### src/rtl/logic_op_issuer_pkg.sv
`default_nettype none
// ============================================================================
// Module      : logic_op_issuer_pkg
// Description : Shared opcode and FSM state encodings for the logic-op issuer.
// Revision    : 1.0 - initial release
// ============================================================================
package logic_op_issuer_pkg;

    typedef logic [1:0] op_t;
    typedef logic [1:0] state_t;

    // Opcodes map directly onto unit_L's {S1,S0} select lines.
    localparam op_t OP_ILLEGAL = 2'b00;
    localparam op_t OP_AND     = 2'b01;
    localparam op_t OP_OR      = 2'b10;
    localparam op_t OP_XOR     = 2'b11;

    localparam state_t ST_IDLE = 2'd0;
    localparam state_t ST_EXEC = 2'd1;
    localparam state_t ST_RESP = 2'd2;

endpackage : logic_op_issuer_pkg
`default_nettype wire

### src/rtl/unit_L.sv
`default_nettype none
// ============================================================================
// Module      : unit_L
// Description : Combinational logic unit; {s1,s0} selects AND / OR / XOR.
// Revision    : 1.0 - initial release
// ============================================================================
module unit_L #(
    parameter int WIDTH = 32
) (
    input  logic             s1,
    input  logic             s0,
    input  logic [WIDTH-1:0] a,
    input  logic [WIDTH-1:0] b,
    output logic [WIDTH-1:0] y
);

    always_comb begin
        case ({s1, s0})
            2'b01:   y = a & b;
            2'b10:   y = a | b;
            2'b11:   y = a ^ b;
            default: y = '0;
        endcase
    end

endmodule : unit_L
`default_nettype wire

### src/rtl/logic_op_issuer.sv
`default_nettype none
// ============================================================================
// Module      : logic_op_issuer
// Description : Valid/ready front end for unit_L with operand capture,
//               illegal-op masking and a saturating completed-op counter.
// Revision    : 1.0 - initial release
// ============================================================================
module logic_op_issuer
    import logic_op_issuer_pkg::*;
#(
    parameter int WIDTH = 32,
    parameter int CNT_W = 16
) (
    input  logic             clk,
    input  logic             rst,
    input  logic             req_valid,
    output logic             req_ready,
    input  logic [1:0]       req_op,
    input  logic [WIDTH-1:0] req_a,
    input  logic [WIDTH-1:0] req_b,
    output logic             rsp_valid,
    input  logic             rsp_ready,
    output logic [WIDTH-1:0] rsp_data,
    output logic             rsp_err,
    output logic [CNT_W-1:0] op_count
);

    localparam logic [CNT_W-1:0] CNT_MAX = '1;

    state_t           state_q, state_d;
    op_t              op_q, op_d;
    logic [WIDTH-1:0] a_q, a_d;
    logic [WIDTH-1:0] b_q, b_d;
    logic [WIDTH-1:0] data_q, data_d;
    logic             err_q, err_d;
    logic [CNT_W-1:0] cnt_q, cnt_d;
    logic [WIDTH-1:0] lu_out;

    unit_L #(
        .WIDTH (WIDTH)
    ) u_unit_L (
        .s1 (op_q[1]),
        .s0 (op_q[0]),
        .a  (a_q),
        .b  (b_q),
        .y  (lu_out)
    );

    always_ff @(posedge clk or posedge rst) begin
        if (rst) begin
            state_q <= ST_IDLE;
            op_q    <= OP_ILLEGAL;
            a_q     <= '0;
            b_q     <= '0;
            data_q  <= '0;
            err_q   <= 1'b0;
            cnt_q   <= '0;
        end else begin
            state_q <= state_d;
            op_q    <= op_d;
            a_q     <= a_d;
            b_q     <= b_d;
            data_q  <= data_d;
            err_q   <= err_d;
            cnt_q   <= cnt_d;
        end
    end

    always_comb begin
        state_d = state_q;
        case (state_q)
            ST_IDLE: if (req_valid) state_d = ST_EXEC;
            ST_EXEC: state_d = ST_RESP;
            ST_RESP: if (rsp_ready) state_d = ST_IDLE;
            default: state_d = ST_IDLE;
        endcase
    end

    // Operands are frozen after acceptance so unit_L never sees live inputs.
    always_comb begin
        op_d   = op_q;
        a_d    = a_q;
        b_d    = b_q;
        data_d = data_q;
        err_d  = err_q;
        cnt_d  = cnt_q;
        if (state_q == ST_IDLE && req_valid) begin
            op_d = req_op;
            a_d  = req_a;
            b_d  = req_b;
        end
        if (state_q == ST_EXEC) begin
            err_d  = (op_q == OP_ILLEGAL);
            data_d = (op_q == OP_ILLEGAL) ? '0 : lu_out;
        end
        if (state_q == ST_RESP && rsp_ready && !err_q && cnt_q != CNT_MAX) begin
            cnt_d = cnt_q + CNT_W'(1);
        end
    end

    always_comb begin
        req_ready = (state_q == ST_IDLE) && !rst;
        rsp_valid = (state_q == ST_RESP);
        rsp_data  = data_q;
        rsp_err   = err_q;
        op_count  = cnt_q;
    end

endmodule : logic_op_issuer
`default_nettype wire

### config.mk
export PLATFORM = sky130hd
export DESIGN_NAME = logic_op_issuer
export DESIGN_NICKNAME = d
export VERILOG_FILES = /design/src/rtl/logic_op_issuer_pkg.sv /design/src/rtl/unit_L.sv /design/src/rtl/logic_op_issuer.sv
export SDC_FILE = /design/constraint.sdc
export NUM_CORES = 1
export LEC_CHECK = 0
export ABC_CLOCK_PERIOD_IN_PS = 3900
export CAP_MARGIN = 0
export CORE_MARGIN = 10
export CORE_UTILIZATION = 35
export DETAILED_ROUTE_END_ITERATION = 12
export DONT_BUFFER_PORTS = 1
export PLACE_DENSITY_LB_ADDON = 0.2
export SLEW_MARGIN = 0
export SYNTH_ARGS = -nofsm -noshare
export SYNTH_HDL_FRONTEND = slang
export SYNTH_HIERARCHICAL = 1
export SYNTH_SLANG_ARGS = --single-unit
### constraint.sdc
create_clock -name clk -period 3.9 [get_ports clk]
set_input_delay 0.78 -clock clk [delete_from_list [all_inputs] [get_ports clk]]
set_output_delay 0.78 -clock clk [all_outputs]
set_load 0.05 [all_outputs]
==> flow_summary_export.csv, run 1 <==
group,metric,value,unit
detailed_routing,antenna_left,0,
clock_network,cts_tree,"built",
pwr,ir_drop,0.427,mV
placement,globalplace.congestion,0.765,
synthesis,syn_area,6400,um^2
detailed_routing,dr.first_iter.drc_count,158,
worst_setup_path,cp-start-kind,"register",
synthesis,syn-instance-count,534,
sta,post-route-min-period,2.26,ns
worst_setup_path,path_max_fanout,9,
hold_path,min_path_type,"primary input to asynchronous set/reset pin",
sta,hold_ws,0.440,ns
synthesis,yosys.area_share.adder,0.127,
worst_setup_path,reg2reg_from,"rsp_err$_DFFE_PP0N_",
sta,fin_worst_skew,0.00794,ns
sta,setup_viol,0,
floorplan,die_h,155,um
worst_setup_path,r2r-end,"op_count[12]$_DFFE_PP0P_",
worst_setup_path,crit_path_end_kind,"register",
global_route,grt_overflow,0,
clock_network,cts_sinks,117,
detailed_routing,wl_per_cell,19.4,um
global_route,grt_pass1_vias,4325,
layout,postLayoutCoreUtil,0.401,
synthesis,synth_xor_xnor_area_share,0.0205,
worst_setup_path,setup.worst_path.class,"register to register",
synthesis,synth_edf_count,0,
synthesis,synth_compound_gate_area_share,0.0965,
sta,slew_viol_final,0,
worst_setup_path,crit_slowest_cell,"nand4bb_1",
synthesis,post-synth-top-area-cell,"dfrtp_1",
synthesis,synth_top_flop_cell,"dfrtp_1",
layout,layout_common_cells,"dfrtp_1 (115), mux2_2 (66), inv_1 (66), ha_1 (65), nand2b_1 (63)",
sta,fin_crit_sh,0.578,
floorplan,core_area,18000,um^2
sta,tightest_slew,0.976,ns
worst_setup_path,crit_family,"simple AND/OR/NAND/NOR gates",
layout,layout-drive-gt1-share,0.227,
worst_setup_path,ff2ff_setup_slack,1.64,ns
floorplan,start_util,0.356,
flow_run,cap_violations,0,
clock_network,numCtsBuffers,17,
worst_setup_path,path_cells,"nand4bb_1, or2_2, nor4b_2, xor2_1",
synthesis,synthMuxAreaShare,0.118,
synthesis,ys_ff_latch,117,
worst_setup_path,crit_buf_inv,0,
synthesis,synthDistinctLibCells,36,
detailed_routing,viasPerCell,5.12,
clock_network,clock_latency,0.41,ns
clock_network,postCtsSetupBuffers,0,
synthesis,synth.area.top_cells,"dfrtp_1 (46%), ha_1 (13%), mux2_2 (12%)",
clock_network,ctsResizeCount,0,
placement,io_buffers,0,
global_route,grt_pass1_wl,24300,um
worst_setup_path,cp.required,4.22,ns
sta,fin_tns_setup,0,ns
worst_setup_path,arrival,2.58,ns
synthesis,synth_nets,669,
global_route,antenna_found_initial,5,
synthesis,post_synth_and_or_nand_nor_area_fraction,0.112,
detailed_routing,num_vias,3953,
floorplan,boundaryPins,121,
clock_network,htreeDepth,4,
synthesis,ys_async_sr_fraction,1.00,
detailed_routing,wirelength,15000,um
pwr,p_total,6.61,mW
synthesis,synth_top_cell_area_share,0.457,
worst_setup_path,cpPeakStageDelay,0.63,ns
synthesis,yosysSeqAreaShare,0.457,
sta,maxSlewHeadroom,0.348,
floorplan,fp.dieW,155,um
clock_network,ctsRootBufferMaster,"clkbuf_16",
clock_network,ctsLongestPathBuffers,2,
pwr,p_per_area,918,nW/um^2
placement,dp.cells,740,
placement,post-dp-hpwl,10000,um
worst_setup_path,r2r_cells,4,
detailed_routing,first_pass_iters,4,
synthesis,syn_area_per_cell,12.0,um^2
floorplan,rows,49,
sta,fmax,0.443,GHz
layout,layout.nets,665,
pwr,p_leak,3.46,nW
clock_network,postCtsHoldBufs,0,
layout,area_growth,12.4,%
clock_network,path_clk_slew,0.05,ns
layout,final_common_cell,"dfrtp_1",
sta,rsz0062_at_grt,"false",
synthesis,yosysWarnings,6,
layout,fin_cells,772,
global_route,grt_max_degree,72,
floorplan,die_area,24100,um^2
synthesis,synth_top_family_by_area,"adder cells",
run_status,outcome,"finished clean",
global_route,gr-usage-all-layers,0.129,
detailed_routing,drt_drc_violations_left,0,
sta,finalHoldViolations,0,
==> layout make-up <==
| cell class | instances | area, um^2 |
|---|---|---|
| tap | 229 | 287 |
| timing repair buffer | 7 | 65.1 |
| multi-input combinational | 320 | 3050 |
| antenna | 1 | 2.50 |
| fill | 1697 | 10800 |
| inverter | 67 | 254 |
| clock buffer | 23 | 488 |
| clock inverter | 8 | 124 |
| sequential | 117 | 2930 |
==> state kept, by name (all words and copies together), names as in the netlist <==
signal,flops
a_q,32
op_count,16
op_q,2
state_q,2
rsp_err,1
rsp_data,32
b_q,32
==> logic make-up after synthesis <==
group                    Yosys count
flip-flops                       117
buffers and inverters             97
AO/OA/AOI/OAI                     66
adder cells (fa/ha/maj)           65
AND/OR/NAND/NOR                  107
XOR/XNOR                          15
multiplexers                      67
==> metal layers <==
layer	share of wire	GRT usage
met5	0.0021	0
met4	0.011	0.0455
met3	0.098	0.0681
met2	0.47	0.204
met1	0.42	0.146
==> through the flow <==
step / cell area (um^2) / worst slack (ns)
floorplan: 6400 / 0.0192
global placement: 6590 / 1.61
detailed placement: 6590 / 1.57
CTS: 7200 / 1.57
global route: 7200 / 1.40
finish: 7200 / 1.64
==> cells in the mapped netlist, types with 3 or more instances <==
master	count
nand3_1	3
nand4_1	3
clkbuf_1	10
nor3_1	7
a32o_1	26
a22o_1	32
nor2_1	3
buf_2	10
nand2_1	5
mux2_2	66
buf_6	7
ha_1	65
a32o_2	6
or2b_1	3
xor2_1	15
buf_4	3
dfrtp_1	117
nand2b_1	64
inv_1	67
nor4_1	4
==> where the power goes <==
group	leakage [nW]	internal [mW]	switching [mW]
logic	1.72	1.24	1.01
registers	1.44	1.72	1.04
clock network	0.295	1.07	0.547
total	3.46	4.02	2.59
==> worst max path at each step <==
| stage | from | endpoint | slack (ns) | cells after the start |
|---|---|---|---|---|
| finish | rsp_err$_DFFE_PP0N_ | op_count[12]$_DFFE_PP0P_ | 1.64 | 4 |
| global route | rsp_err$_DFFE_PP0N_ | op_count[12]$_DFFE_PP0P_ | 1.40 | 4 |
| CTS | rsp_err$_DFFE_PP0N_ | op_count[12]$_DFFE_PP0P_ | 1.57 | 4 |
| detailed placement | rsp_ready | op_count[12]$_DFFE_PP0P_ | 1.57 | 4 |
| global placement | rsp_ready | op_count[10]$_DFFE_PP0P_ | 1.61 | 4 |
| floorplan | rst | a_q[0]$_DFFE_PP0P_ | 0.02 | 1 |
(Power assumes the default switching activity.)
==> run 2, diff against run 1 <==
--- a/config.mk
+++ b/config.mk
@@ -5,7 +5,7 @@
 export SDC_FILE = /design/constraint.sdc
 export NUM_CORES = 1
 export LEC_CHECK = 0
-export ABC_CLOCK_PERIOD_IN_PS = 3900
+export ABC_CLOCK_PERIOD_IN_PS = 2300
 export CAP_MARGIN = 0
 export CORE_MARGIN = 10
 export CORE_UTILIZATION = 35
==> constraint.sdc (replaced) <==
create_clock -name clk -period 2.3 [get_ports clk]
set_input_delay 0.46 -clock clk [delete_from_list [all_inputs] [get_ports clk]]
set_output_delay 0.46 -clock clk [all_outputs]
set_load 0.05 [all_outputs]
==> run 2 against run 1 <==
Effect of this change:
- clock-buffer cell count is 2 lower
- highest routed layer unchanged
- largest cell class unchanged
- power is 71% higher
- cell area rose by 2.6%
- largest power group unchanged
==> flow_summary_export.csv, run 2 (synthesized netlist as in run 1, its figures left out) <==
group,metric,value,unit
run_status,outcome,"finished clean",
worst_setup_path,crit_buf_inv,1,
global_route,grt_pass1_vias,4226,
layout,antenna_cells,0,
clock_network,path_clk_slew,0.05,ns
pwr,comb_power_share,0.375,
sta,slew_viol_final,0,
hold_path,min_path_type,"primary input to register",
clock_network,cts_sinks,117,
placement,pre_cts_slack,0.545,ns
hold_path,hold_end,"state_q[1]$_DFFE_PP0P_",
pwr,p_leak,3.57,nW
sta,setup_viol,0,
worst_setup_path,crit_path_end_kind,"output pin",
placement,globalplace.congestion,0.829,
floorplan,fp.dieW,155,um
sta,fin_crit_sh,0.809,
pwr,power_frac_seq,0.386,
sta,post-route-min-period,1.86,ns
flow_run,cap_violations,0,
detailed_routing,wirelength,14600,um
worst_setup_path,cpPeakStageDelay,0.42,ns
global_route,grt_overflow,0,
clock_network,ctsLongestPathBuffers,2,
clock_network,ctsResizeCount,0,
worst_setup_path,crit_family,"flip-flops",
worst_setup_path,setup.worst_path.class,"register to output pin",
hold_path,min_from,"rsp_ready",
pwr,p_int,6.91,mW
clock_network,htreeDepth,4,
pwr,switching_power,4.38,mW
floorplan,die_h,155,um
pwr,p_per_area,1530,nW/um^2
clock_network,postCtsSetupBuffers,0,
detailed_routing,wl_per_cell,18.5,um
hold_path,worstHoldPathCells,1,
detailed_routing,first_pass_iters,4,
floorplan,start_util,0.356,
placement,post-dp-hpwl,10100,um
sta,rsz0062_at_grt,"false",
worst_setup_path,reg2reg_from,"op_count[0]$_DFFE_PP0P_",
clock_network,ctsRootBufferMaster,"clkbuf_16",
worst_setup_path,path_cells,"nor3_1, buf_4",
layout,area_growth,15.3,%
clock_network,cts_tree,"built",
sta,fin_ws,0.438,ns
detailed_routing,drt_drc_violations_left,0,
sta,tightest_slew,0.966,ns
pwr,switching_share,0.388,
pwr,p_clk_frac,0.239,
clock_network,numCtsBuffers,17,
clock_network,postCtsHoldBufs,1,
clock_network,clock_latency,0.42,ns
floorplan,rows,49,
detailed_routing,dr.first_iter.drc_count,106,
sta,fin_worst_skew,0.00725,ns
layout,final_common_cell,"dfrtp_1",
worst_setup_path,path_max_fanout,5,
floorplan,die_area,24100,um^2
worst_setup_path,r2r-end,"op_count[9]$_DFFE_PP0P_",
worst_setup_path,crit_slowest_cell,"dfrtp_1",
layout,layout-drive-gt1-share,0.254,
sta,fmax,0.537,GHz
floorplan,boundaryPins,121,
detailed_routing,antenna_left,0,
sta,finalHoldViolations,0,
placement,io_buffers,0,
sta,maxSlewHeadroom,0.355,
floorplan,core_area,18000,um^2
worst_setup_path,cp-start-kind,"register",
worst_setup_path,ff2ff_setup_slack,0.54,ns
sta,fin_tns_setup,0,ns
layout,layout.nets,686,
worst_setup_path,arrival,1.40,ns
detailed_routing,num_vias,3945,
pwr,ir_drop,0.841,mV
global_route,antenna_found_initial,1,
global_route,gr-usage-all-layers,0.127,
worst_setup_path,r2r_cells,5,
worst_setup_path,cp.required,1.84,ns
global_route,grt_max_degree,115,
detailed_routing,viasPerCell,4.98,
global_route,grt_pass1_wl,23900,um
layout,layout_common_cells,"dfrtp_1 (116), mux2_2 (66), inv_1 (66), ha_1 (65), nand2b_1 (63)",
## run 2: cell types whose count changed in the layout (fill, tap and decap cells not counted), sizes merged
cell	change
clkinv	+2
diode	-1
buf	+20
clkinvlp	+1
inv	-1
clkbuf	-2
dlygate4sd3	+1
## run 2: worst reg2reg max path, delay by kind of cell (launching register included)
family                 cells  cell delay, ns
XOR/XNOR                   1            0.20
buffers and inverters      1            0.23
flip-flops                 1            0.36
AND/OR/NAND/NOR            3            0.90
## run 2: final cells by class
type / count / area, um^2
clock inverter: 10 / 130
multi-input combinational: 320 / 3050
timing repair buffer: 28 / 263
sequential: 117 / 2930
fill: 1671 / 10600
tap: 229 / 287
inverter: 67 / 255
clock buffer: 21 / 470
## run 2: through the flow
step | hold WS (ns) | cells | instance area [um^2] | util | power (mW)
2_1_floorplan | 0.499 | 534 | 6410 | - | 7.71
3_3_place_gp | 0.228 | 760 | 6770 | 0.377 | 8.53
3_5_place_dp | 0.231 | 760 | 6770 | 0.377 | 8.76
4_1_cts | 0.151 | 792 | 7380 | 0.411 | 11.5
5_1_grt | 0.156 | 792 | 7380 | 0.411 | 12.2
6_report | 0.176 | 792 | 7380 | 0.411 | 11.3
## run 2: worst max-delay path by stage
stage	from	end	slack, ns	cells after the start
2_1_floorplan	op_count[0]$_DFFE_PP0P_	op_count[1]$_DFFE_PP0P_	0.31	5
3_3_place_gp	op_count[0]$_DFFE_PP0P_	op_count[1]$_DFFE_PP0P_	0.61	5
3_5_place_dp	op_count[0]$_DFFE_PP0P_	op_count[1]$_DFFE_PP0P_	0.55	5
4_1_cts	state_q[0]$_DFFE_PP0P_	req_ready	0.36	2
5_1_grt	op_count[0]$_DFFE_PP0P_	op_count[9]$_DFFE_PP0P_	0.36	5
6_report	state_q[1]$_DFFE_PP0P_	req_ready	0.44	2
## run 2: power by group through the flow
| stage | Sequential, mW | Combinational (mW) | Clock, mW |
|---|---|---|---|
| 2_1_floorplan | 4.31 | 3.40 | 0 |
| 6_report | 4.36 | 4.24 | 2.70 |
| 4_1_cts | 4.40 | 4.35 | 2.79 |
| 3_5_place_dp | 4.43 | 4.33 | 0 |
| 5_1_grt | 4.52 | 4.84 | 2.89 |
| 3_3_place_gp | 4.39 | 4.15 | 0 |
## run 2: routing by layer
| layer | global-route usage | share of wire | wire [um] | vias up |
|---|---|---|---|---|
| li1 | - | - | - | 1876 |
| met1 | 0.139 | 0.40 | 5900 | 1957 |
| met2 | 0.207 | 0.49 | 7140 | 93 |
| met3 | 0.0662 | 0.093 | 1360 | 17 |
| met4 | 0.0481 | 0.014 | 206 | 2 |
| met5 | 0 | 0.0014 | 20 | - |
